`src/rtl/lift_pkg.sv`:
```
// Shared types and floor-mask helpers for the lift dispatcher.
package lift_pkg;

    // Default building height; instances may override through their parameter.
    localparam int N_FLOORS_DEFAULT = 12;

    // Masks are handled internally at a fixed maximum width so the helpers
    // work for any instance height up to this limit.
    localparam int MAX_FLOORS = 32;
    typedef logic [MAX_FLOORS-1:0] floor_mask_t;

    typedef enum logic [1:0] {
        ST_IDLE,
        ST_MOVE_UP,
        ST_MOVE_DN,
        ST_DOOR_OPEN
    } lift_state_t;

    typedef enum logic [1:0] {
        DIR_NONE,
        DIR_UP,
        DIR_DN
    } lift_dir_t;

    // Bits of q strictly above the floor marked by one-hot pos.
    function automatic floor_mask_t mask_above(input floor_mask_t pos, input floor_mask_t q);
        return q & ~((pos << 1) - floor_mask_t'(1));
    endfunction

    // Bits of q strictly below the floor marked by one-hot pos.
    function automatic floor_mask_t mask_below(input floor_mask_t pos, input floor_mask_t q);
        return q & (pos - floor_mask_t'(1));
    endfunction

endpackage

```
`src/rtl/lift_timer.sv`:
```
// Loadable down-counter; o_done is high while the count rests at zero.
// Loading N-1 makes the owner see o_done exactly N clocks after the load edge.
module lift_timer #(
    parameter int WIDTH = 4
) (
    input  logic             clk,
    input  logic             reset,
    input  logic             i_load,
    input  logic [WIDTH-1:0] i_load_val,
    output logic             o_done
);

    logic [WIDTH-1:0] r_count;

    // Load takes priority; otherwise count down and hold at zero.
    always_ff @(posedge clk or posedge reset) begin
        if (reset) begin
            r_count <= '0;
        end else if (i_load) begin
            r_count <= i_load_val;
        end else if (r_count != '0) begin
            r_count <= r_count - WIDTH'(1);
        end
    end

    assign o_done = (r_count == '0);

endmodule

```
`src/rtl/lift_dispatcher.sv`:
```
// Per-car dispatcher: consumes the request masks, moves the car floor by
// floor, opens the door on arrival and strobes the clears for that floor.
module lift_dispatcher
    import lift_pkg::*;
#(
    parameter int N_FLOORS      = lift_pkg::N_FLOORS_DEFAULT,
    parameter int TRAVEL_CYCLES = 8,
    parameter int DOOR_CYCLES   = 16
) (
    input  logic                clk,
    input  logic                reset,
    input  logic [N_FLOORS-1:0] i_up_queue,
    input  logic [N_FLOORS-1:0] i_dn_queue,
    input  logic [N_FLOORS-1:0] i_flr_queue,
    input  logic                i_door_hold,
    output logic [N_FLOORS-1:0] o_flr_pos,
    output logic                o_up_clr,
    output logic                o_dn_clr,
    output logic                o_flr_clr,
    output logic                o_door_open,
    output logic                o_move_up,
    output logic                o_move_dn
);

    localparam int MAX_CYC = (TRAVEL_CYCLES > DOOR_CYCLES) ? TRAVEL_CYCLES : DOOR_CYCLES;
    localparam int TMR_W   = $clog2(MAX_CYC + 1);
    localparam logic [TMR_W-1:0] TRAVEL_LOAD = TMR_W'(TRAVEL_CYCLES - 1);
    localparam logic [TMR_W-1:0] DOOR_LOAD   = TMR_W'(DOOR_CYCLES - 1);

    lift_state_t         r_state, w_state_next;
    lift_dir_t           r_dir, w_dir_next;
    logic [N_FLOORS-1:0] r_flr_pos, w_flr_pos_next;
    logic                r_up_clr, r_dn_clr, r_door_open, r_move_up, r_move_dn;
    logic                w_svc_up_next, w_svc_dn_next;
    logic                w_travel_load, w_door_load, w_travel_done, w_door_done;

    logic [N_FLOORS-1:0] w_any, w_pos_up, w_pos_dn;
    floor_mask_t         w_any_ext;
    logic                w_here, w_above, w_below;
    logic                w_up_above, w_dn_below, w_stop_up, w_stop_dn;

    assign w_any     = i_up_queue | i_dn_queue | i_flr_queue;
    assign w_any_ext = floor_mask_t'(w_any);
    assign w_here    = |(w_any & r_flr_pos);
    assign w_above   = |(mask_above(floor_mask_t'(r_flr_pos), w_any_ext));
    assign w_below   = |(mask_below(floor_mask_t'(r_flr_pos), w_any_ext));

    // Floor the car would arrive at next, and the stop decision made there.
    assign w_pos_up   = r_flr_pos << 1;
    assign w_pos_dn   = r_flr_pos >> 1;
    assign w_up_above = |(mask_above(floor_mask_t'(w_pos_up), w_any_ext));
    assign w_dn_below = |(mask_below(floor_mask_t'(w_pos_dn), w_any_ext));
    assign w_stop_up  = (|(w_pos_up & (i_flr_queue | i_up_queue)))
                      | ((|(w_pos_up & i_dn_queue)) & ~w_up_above);
    assign w_stop_dn  = (|(w_pos_dn & (i_flr_queue | i_dn_queue)))
                      | ((|(w_pos_dn & i_up_queue)) & ~w_dn_below);

    lift_timer #(.WIDTH(TMR_W)) u_travel_timer (
        .clk        (clk),
        .reset      (reset),
        .i_load     (w_travel_load),
        .i_load_val (TRAVEL_LOAD),
        .o_done     (w_travel_done)
    );

    lift_timer #(.WIDTH(TMR_W)) u_door_timer (
        .clk        (clk),
        .reset      (reset),
        .i_load     (w_door_load),
        .i_load_val (DOOR_LOAD),
        .o_done     (w_door_done)
    );

    // Next-state, direction, position and served-category decisions.
    always_comb begin
        w_state_next   = r_state;
        w_dir_next     = r_dir;
        w_flr_pos_next = r_flr_pos;
        w_svc_up_next  = r_up_clr;
        w_svc_dn_next  = r_dn_clr;
        w_travel_load  = 1'b0;
        w_door_load    = 1'b0;
        case (r_state)
            ST_IDLE: begin
                if (w_here) begin
                    w_state_next  = ST_DOOR_OPEN;
                    w_svc_up_next = |(i_up_queue & r_flr_pos);
                    w_svc_dn_next = |(i_dn_queue & r_flr_pos);
                    w_door_load   = 1'b1;
                end else if (r_dir == DIR_DN && w_below) begin
                    w_state_next  = ST_MOVE_DN;
                    w_travel_load = 1'b1;
                end else if (w_above) begin
                    w_state_next  = ST_MOVE_UP;
                    w_dir_next    = DIR_UP;
                    w_travel_load = 1'b1;
                end else if (w_below) begin
                    w_state_next  = ST_MOVE_DN;
                    w_dir_next    = DIR_DN;
                    w_travel_load = 1'b1;
                end else begin
                    w_dir_next    = DIR_NONE;
                end
            end
            ST_MOVE_UP: begin
                if (w_travel_done) begin
                    w_flr_pos_next = w_pos_up;
                    if (w_stop_up) begin
                        w_state_next  = ST_DOOR_OPEN;
                        w_svc_up_next = 1'b1;
                        w_svc_dn_next = ~w_up_above;
                        w_door_load   = 1'b1;
                    end else if (w_up_above) begin
                        w_travel_load = 1'b1;
                    end else begin
                        w_state_next  = ST_IDLE;
                    end
                end
            end
            ST_MOVE_DN: begin
                if (w_travel_done) begin
                    w_flr_pos_next = w_pos_dn;
                    if (w_stop_dn) begin
                        w_state_next  = ST_DOOR_OPEN;
                        w_svc_dn_next = 1'b1;
                        w_svc_up_next = ~w_dn_below;
                        w_door_load   = 1'b1;
                    end else if (w_dn_below) begin
                        w_travel_load = 1'b1;
                    end else begin
                        w_state_next  = ST_IDLE;
                    end
                end
            end
            ST_DOOR_OPEN: begin
                if (i_door_hold) begin
                    w_door_load  = 1'b1;
                end else if (w_door_done) begin
                    w_state_next = ST_IDLE;
                end
            end
            default: begin
                w_state_next = ST_IDLE;
            end
        endcase
    end

    // State register plus outputs registered from the next state.
    always_ff @(posedge clk or posedge reset) begin
        if (reset) begin
            r_state     <= ST_IDLE;
            r_dir       <= DIR_NONE;
            r_flr_pos   <= N_FLOORS'(1);
            r_up_clr    <= 1'b0;
            r_dn_clr    <= 1'b0;
            r_door_open <= 1'b0;
            r_move_up   <= 1'b0;
            r_move_dn   <= 1'b0;
        end else begin
            r_state     <= w_state_next;
            r_dir       <= w_dir_next;
            r_flr_pos   <= w_flr_pos_next;
            r_up_clr    <= (w_state_next == ST_DOOR_OPEN) && w_svc_up_next;
            r_dn_clr    <= (w_state_next == ST_DOOR_OPEN) && w_svc_dn_next;
            r_door_open <= (w_state_next == ST_DOOR_OPEN);
            r_move_up   <= (w_state_next == ST_MOVE_UP);
            r_move_dn   <= (w_state_next == ST_MOVE_DN);
        end
    end

    assign o_flr_pos   = r_flr_pos;
    assign o_up_clr    = r_up_clr;
    assign o_dn_clr    = r_dn_clr;
    assign o_flr_clr   = r_door_open;
    assign o_door_open = r_door_open;
    assign o_move_up   = r_move_up;
    assign o_move_dn   = r_move_dn;

endmodule

```
`config.mk`:
```
export PLATFORM = sky130hd
export DESIGN_NAME = lift_dispatcher
export DESIGN_NICKNAME = d
export VERILOG_FILES = /design/src/rtl/lift_pkg.sv /design/src/rtl/lift_timer.sv /design/src/rtl/lift_dispatcher.sv
export SDC_FILE = /design/constraint.sdc
export NUM_CORES = 1
export LEC_CHECK = 0
export ABC_AREA = 1
export CORE_ASPECT_RATIO = 0.6
export CORE_MARGIN = 2
export CORE_UTILIZATION = 50
export CTS_BUF_LIST = sky130_fd_sc_hd__clkbuf_4 sky130_fd_sc_hd__clkbuf_8
export DETAILED_ROUTE_END_ITERATION = 12
export PLACE_DENSITY = 0.8
export REMOVE_ABC_BUFFERS = 1
export SETUP_SLACK_MARGIN = 0.4
export SYNTH_ARGS = -nofsm -noshare
export SYNTH_HDL_FRONTEND = slang
export SYNTH_SLANG_ARGS = --single-unit
```
`constraint.sdc`:
```
create_clock -name clk -period 2.3 [get_ports clk]
set_clock_uncertainty 0.1 [all_clocks]
set_input_delay 0.69 -clock clk [delete_from_list [all_inputs] [get_ports clk]]
set_output_delay 0.69 -clock clk [all_outputs]
set_load 0.05 [all_outputs]
```
==> metrics.txt <==
# TYPE chip_impl_metric gauge
chip_impl_metric{name="fp.coreArea",unit="mm²"} 0.00622
chip_impl_metric{name="synth-seq-cells",unit=""} 31
chip_impl_metric{name="fmax",unit="MHz"} 371
chip_impl_info{name="status",value="finished with violations"} 1
chip_impl_metric{name="cts.sinks",unit=""} 31
chip_impl_metric{name="post-route-cell-area",unit="mm²"} 0.00532
chip_impl_metric{name="worst_skew_pair.late_latency",unit="ps"} 300
chip_impl_metric{name="worst-endpoint-arrival",unit="ps"} 2780
chip_impl_metric{name="hold_buffers",unit=""} 0
chip_impl_metric{name="fin_ws",unit="ps"} -398
chip_impl_metric{name="antenna_violations_before_repair",unit=""} 0
chip_impl_metric{name="detailed_place.area",unit="mm²"} 0.00459
chip_impl_metric{name="timing.final.crit_share",unit="%"} 117
chip_impl_metric{name="final_routed_wire_length_divided_by_cell_count",unit="µm"} 20.4
chip_impl_metric{name="total_power",unit="W"} 0.00332
chip_impl_metric{name="grt_pass1_vias",unit=""} 4294
chip_impl_metric{name="via_count",unit=""} 4822
chip_impl_metric{name="drt_wl_total",unit="µm"} 15500
chip_impl_metric{name="async_flop_share",unit="%"} 100
chip_impl_metric{name="worstPathMaxFanout",unit=""} 4
chip_impl_metric{name="fill_cells",unit=""} 363
chip_impl_metric{name="period_minus_slack",unit="ps"} 2700
chip_impl_metric{name="rrSetupSlack",unit="ps"} -400
chip_impl_metric{name="first_pass_grt_wire_length",unit="µm"} 21500
chip_impl_metric{name="drt_iter0_drc",unit=""} 842
chip_impl_metric{name="clk_transition_reported_paths",unit="ps"} 70
chip_impl_metric{name="initial_core_util",unit="%"} 52.6
chip_impl_info{name="worst_setup_path_startpoint",value="o_flr_pos[1]"} 1
chip_impl_metric{name="maxCapViolCount",unit=""} 0
chip_impl_metric{name="hold_viol_final",unit=""} 0
chip_impl_metric{name="floorplan.io_pins",unit=""} 57
chip_impl_metric{name="seq_area_frac_synth",unit="%"} 23.8
chip_impl_metric{name="dieArea",unit="mm²"} 0.00722
chip_impl_info{name="timing_worst_setup_path_type",value="reg -> reg"} 1
chip_impl_info{name="worstHoldPathType",value="reg -> reg"} 1
chip_impl_metric{name="track_usage",unit="%"} 39.1
chip_impl_metric{name="power.density_cell_area",unit="mW/mm²"} 624
chip_impl_metric{name="netlist_instances",unit=""} 510
chip_impl_metric{name="die_width",unit="µm"} 108
chip_impl_metric{name="max-clock-path-buffers",unit=""} 2
chip_impl_metric{name="route.detailed.drc",unit=""} 0
chip_impl_metric{name="diodes",unit=""} 0
chip_impl_metric{name="cts_buffers",unit=""} 5
chip_impl_info{name="root_buffer_cell",value="clkbuf_8"} 1
chip_impl_metric{name="syn_avg_cell_area",unit="µm²"} 6.41
chip_impl_metric{name="routabilityCongestion",unit=""} 0.982
chip_impl_info{name="cts_tree",value="yes"} 1
chip_impl_metric{name="fp.dieH",unit="µm"} 66.6
chip_impl_metric{name="total_leakage_power",unit="nW"} 2.78
chip_impl_metric{name="tightestPinTransition",unit="ps"} 437
chip_impl_metric{name="timing.critical_path.required",unit="ps"} 2380
chip_impl_metric{name="hpwl",unit="µm"} 9760
chip_impl_metric{name="grt_start_max_net_pins",unit=""} 32
chip_impl_metric{name="final_layout_size_suffix_gt1_share",unit="%"} 43.7
chip_impl_info{name="violations",value="negative setup slack"} 1
chip_impl_metric{name="ant_nets",unit=""} 0
chip_impl_metric{name="netlist_area",unit="mm²"} 0.00327
chip_impl_info{name="critical_path.startpoint_type",value="register"} 1
chip_impl_metric{name="synth_warnings",unit=""} 0
chip_impl_info{name="reg2reg_from",value="o_flr_pos[1]"} 1
chip_impl_metric{name="synth_enable_flop_cells",unit=""} 0
chip_impl_metric{name="detail_route.vias_per_cell",unit=""} 6.32
chip_impl_info{name="mostFrequentLayoutCells",value="buf_4 (112), nand2_1 (108), nand3_1 (41)"} 1
chip_impl_info{name="flip_flop_cell_with_the_highest_count_after_synthesis",value="dfrtp_1"} 1
chip_impl_metric{name="detail_route.first_pass.iterations",unit=""} 6
chip_impl_info{name="final_common_cell",value="buf_4"} 1
chip_impl_metric{name="irDropWorstVdd",unit="V"} 0.000658
chip_impl_info{name="cp-endpoint",value="o_dn_clr"} 1
chip_impl_metric{name="globalRoute.totalOverflow",unit=""} 0
chip_impl_metric{name="cts-htree-levels",unit=""} 2
chip_impl_metric{name="slew_viol_final",unit=""} 0
chip_impl_info{name="unrepaired_setup_endpoints_after_global_routing",value="yes"} 1
chip_impl_metric{name="max-slew-margin-rel",unit="%"} 70.9
chip_impl_metric{name="finish.net_count",unit=""} 727
chip_impl_metric{name="numPortBuffers",unit=""} 56
chip_impl_metric{name="synth.distinct_cells",unit=""} 40
chip_impl_metric{name="setup_viol",unit=""} 19
chip_impl_info{name="r2r_end",value="o_dn_clr"} 1
chip_impl_metric{name="std_cell_rows",unit=""} 22
chip_impl_metric{name="synthToLayoutAreaGrowth",unit="%"} 62.8
chip_impl_info{name="end_kind",value="register"} 1
chip_impl_metric{name="reg2reg_depth",unit=""} 17
how the worst min path moves through the flow:
stage	from	to	slack [ps]	cells after the start
after floorplan	r_dir[1]	r_dir[1]	350	2
after global placement	r_dir[1]	r_dir[1]	380	2
after detailed placement	r_dir[1]	r_dir[1]	390	2
after CTS	u_travel_timer.r_count[0]	u_travel_timer.r_count[0]	420	2
after global routing	u_door_timer.r_count[0]	u_door_timer.r_count[0]	450	2
final	u_door_timer.r_count[0]	u_door_timer.r_count[0]	440	2
registers in the layout (all words and copies together) (netlist names), 2 cells and up:
register	cells
u_travel_timer.r_count	5
r_dir	2
r_state	2
u_door_timer.r_count	5
o_flr_pos	12
per-layer routing:
layer / vias to the layer above / part of all wire (%) / GRT usage [%]
met4: 0 / 5.8 / 12.2
met1: 2171 / 39 / 51.4
li1: 2057 / - / -
met3: 142 / 14 / 13.1
met5: - / 0 / 0
met2: 452 / 42 / 60.9
synthesized netlist by cell type, types with 2 or more instances:
library cell | n | area share [%]
nand4_1 | 5 | 0.96
o21ai_0 | 39 | 6.0
o2111ai_1 | 6 | 1.6
a31oi_1 | 2 | 0.38
a21oi_4 | 2 | 0.99
or2_2 | 2 | 0.38
buf_2 | 6 | 0.92
a221oi_1 | 7 | 1.9
nand2_2 | 7 | 1.3
buf_6 | 6 | 2.1
a22o_1 | 5 | 1.3
nand3_1 | 55 | 8.4
dfrtp_1 | 30 | 23
nor3_2 | 2 | 0.61
inv_2 | 9 | 1.0
nand2_1 | 134 | 15
o211ai_1 | 17 | 3.9
o22ai_1 | 6 | 1.1
nor3_1 | 11 | 1.7
o221ai_1 | 2 | 0.54
ha_1 | 9 | 3.4
xnor2_1 | 3 | 0.80
o21ai_2 | 2 | 0.54
o21ai_1 | 4 | 0.61
inv_1 | 56 | 6.4
nand2_4 | 2 | 0.69
nor2_1 | 41 | 4.7
nor2_4 | 6 | 2.1
nor2_2 | 6 | 1.1
a21oi_1 | 14 | 2.1
buf_4 | 2 | 0.46
clkbuf_1 | 4 | 0.46
power by group:
part / leakage, nW / switching, W / total, W / internal (W)
Combinational: 2.34 / 0.00121 / 0.00229 / 0.00108
Sequential: 0.387 / 0.00000947 / 0.000566 / 0.000557
Clock: 0.0470 / 0.000234 / 0.000469 / 0.000235
Total: 2.78 / 0.00145 / 0.00332 / 0.00187
critical path: stages (launching register included):
cell and delay [ps]:
dfrtp_1 400, inv_2 130, ha_4 200, inv_4 50, nor2_4 180, buf_6 120
nand4_1 80, nand2_1 100, nand2_2 90, a22o_1 230, nor2_4 160, nand2_4 110
nand3_4 120, nand2_2 80, nor2_2 180, a21oi_4 60, nand2_2 130, nor2_2 60
what timing repair did:
| action | CTS | global route |
|---|---|---|
| gates cloned | 2 | 0 |
| gates resized for setup | 158 | 51 |
| setup buffers | 16 | 11 |
| pin swaps | 62 | 27 |
| hold endpoints to repair | 0 | 0 |
| setup endpoints to repair | 38 | 39 |
kinds of logic (layout without fill, tap and decap cells):
logic type                 count (synthesis)  after routing  synth area share, %
AOI/OAI and AO/OA                        107            107                 21.3
xor gates and xnor gates                   4              4                 1.07
adders and majority gates                  9              9                 3.44
buffers and inverters                     84            253                 11.6
DFF                                       31             31                 23.8
and+or+nand+nor                          275            275                 38.9
final cells by class:
| type | instances | area, µm² | area share, % |
|---|---|---|---|
| multi-input cells | 395 | 2490 | 46.8 |
| repair buffers | 180 | 1600 | 30.0 |
| flip-flops and latches | 31 | 787 | 14.8 |
| inverters | 66 | 253 | 4.75 |
| well taps | 84 | 105 | 1.97 |
| clock buffers | 6 | 82.6 | 1.55 |
| clock inverters | 1 | 5.00 | 0.0940 |
through the flow:
step                instances  setup TNS (ps)  worst slack (ps)  util, %  hold WS [ps]
finish                    763           -4780              -398     85.6           435
global route              763           -6120              -444     85.6           450
CTS                       752            -768              -102     82.2           418
detailed placement        727          -11980              -703     73.8           393
global placement          727          -10850              -655     73.8           378
floorplan                 492           -7290              -475        -           354
(Power assumes the default switching activity.)
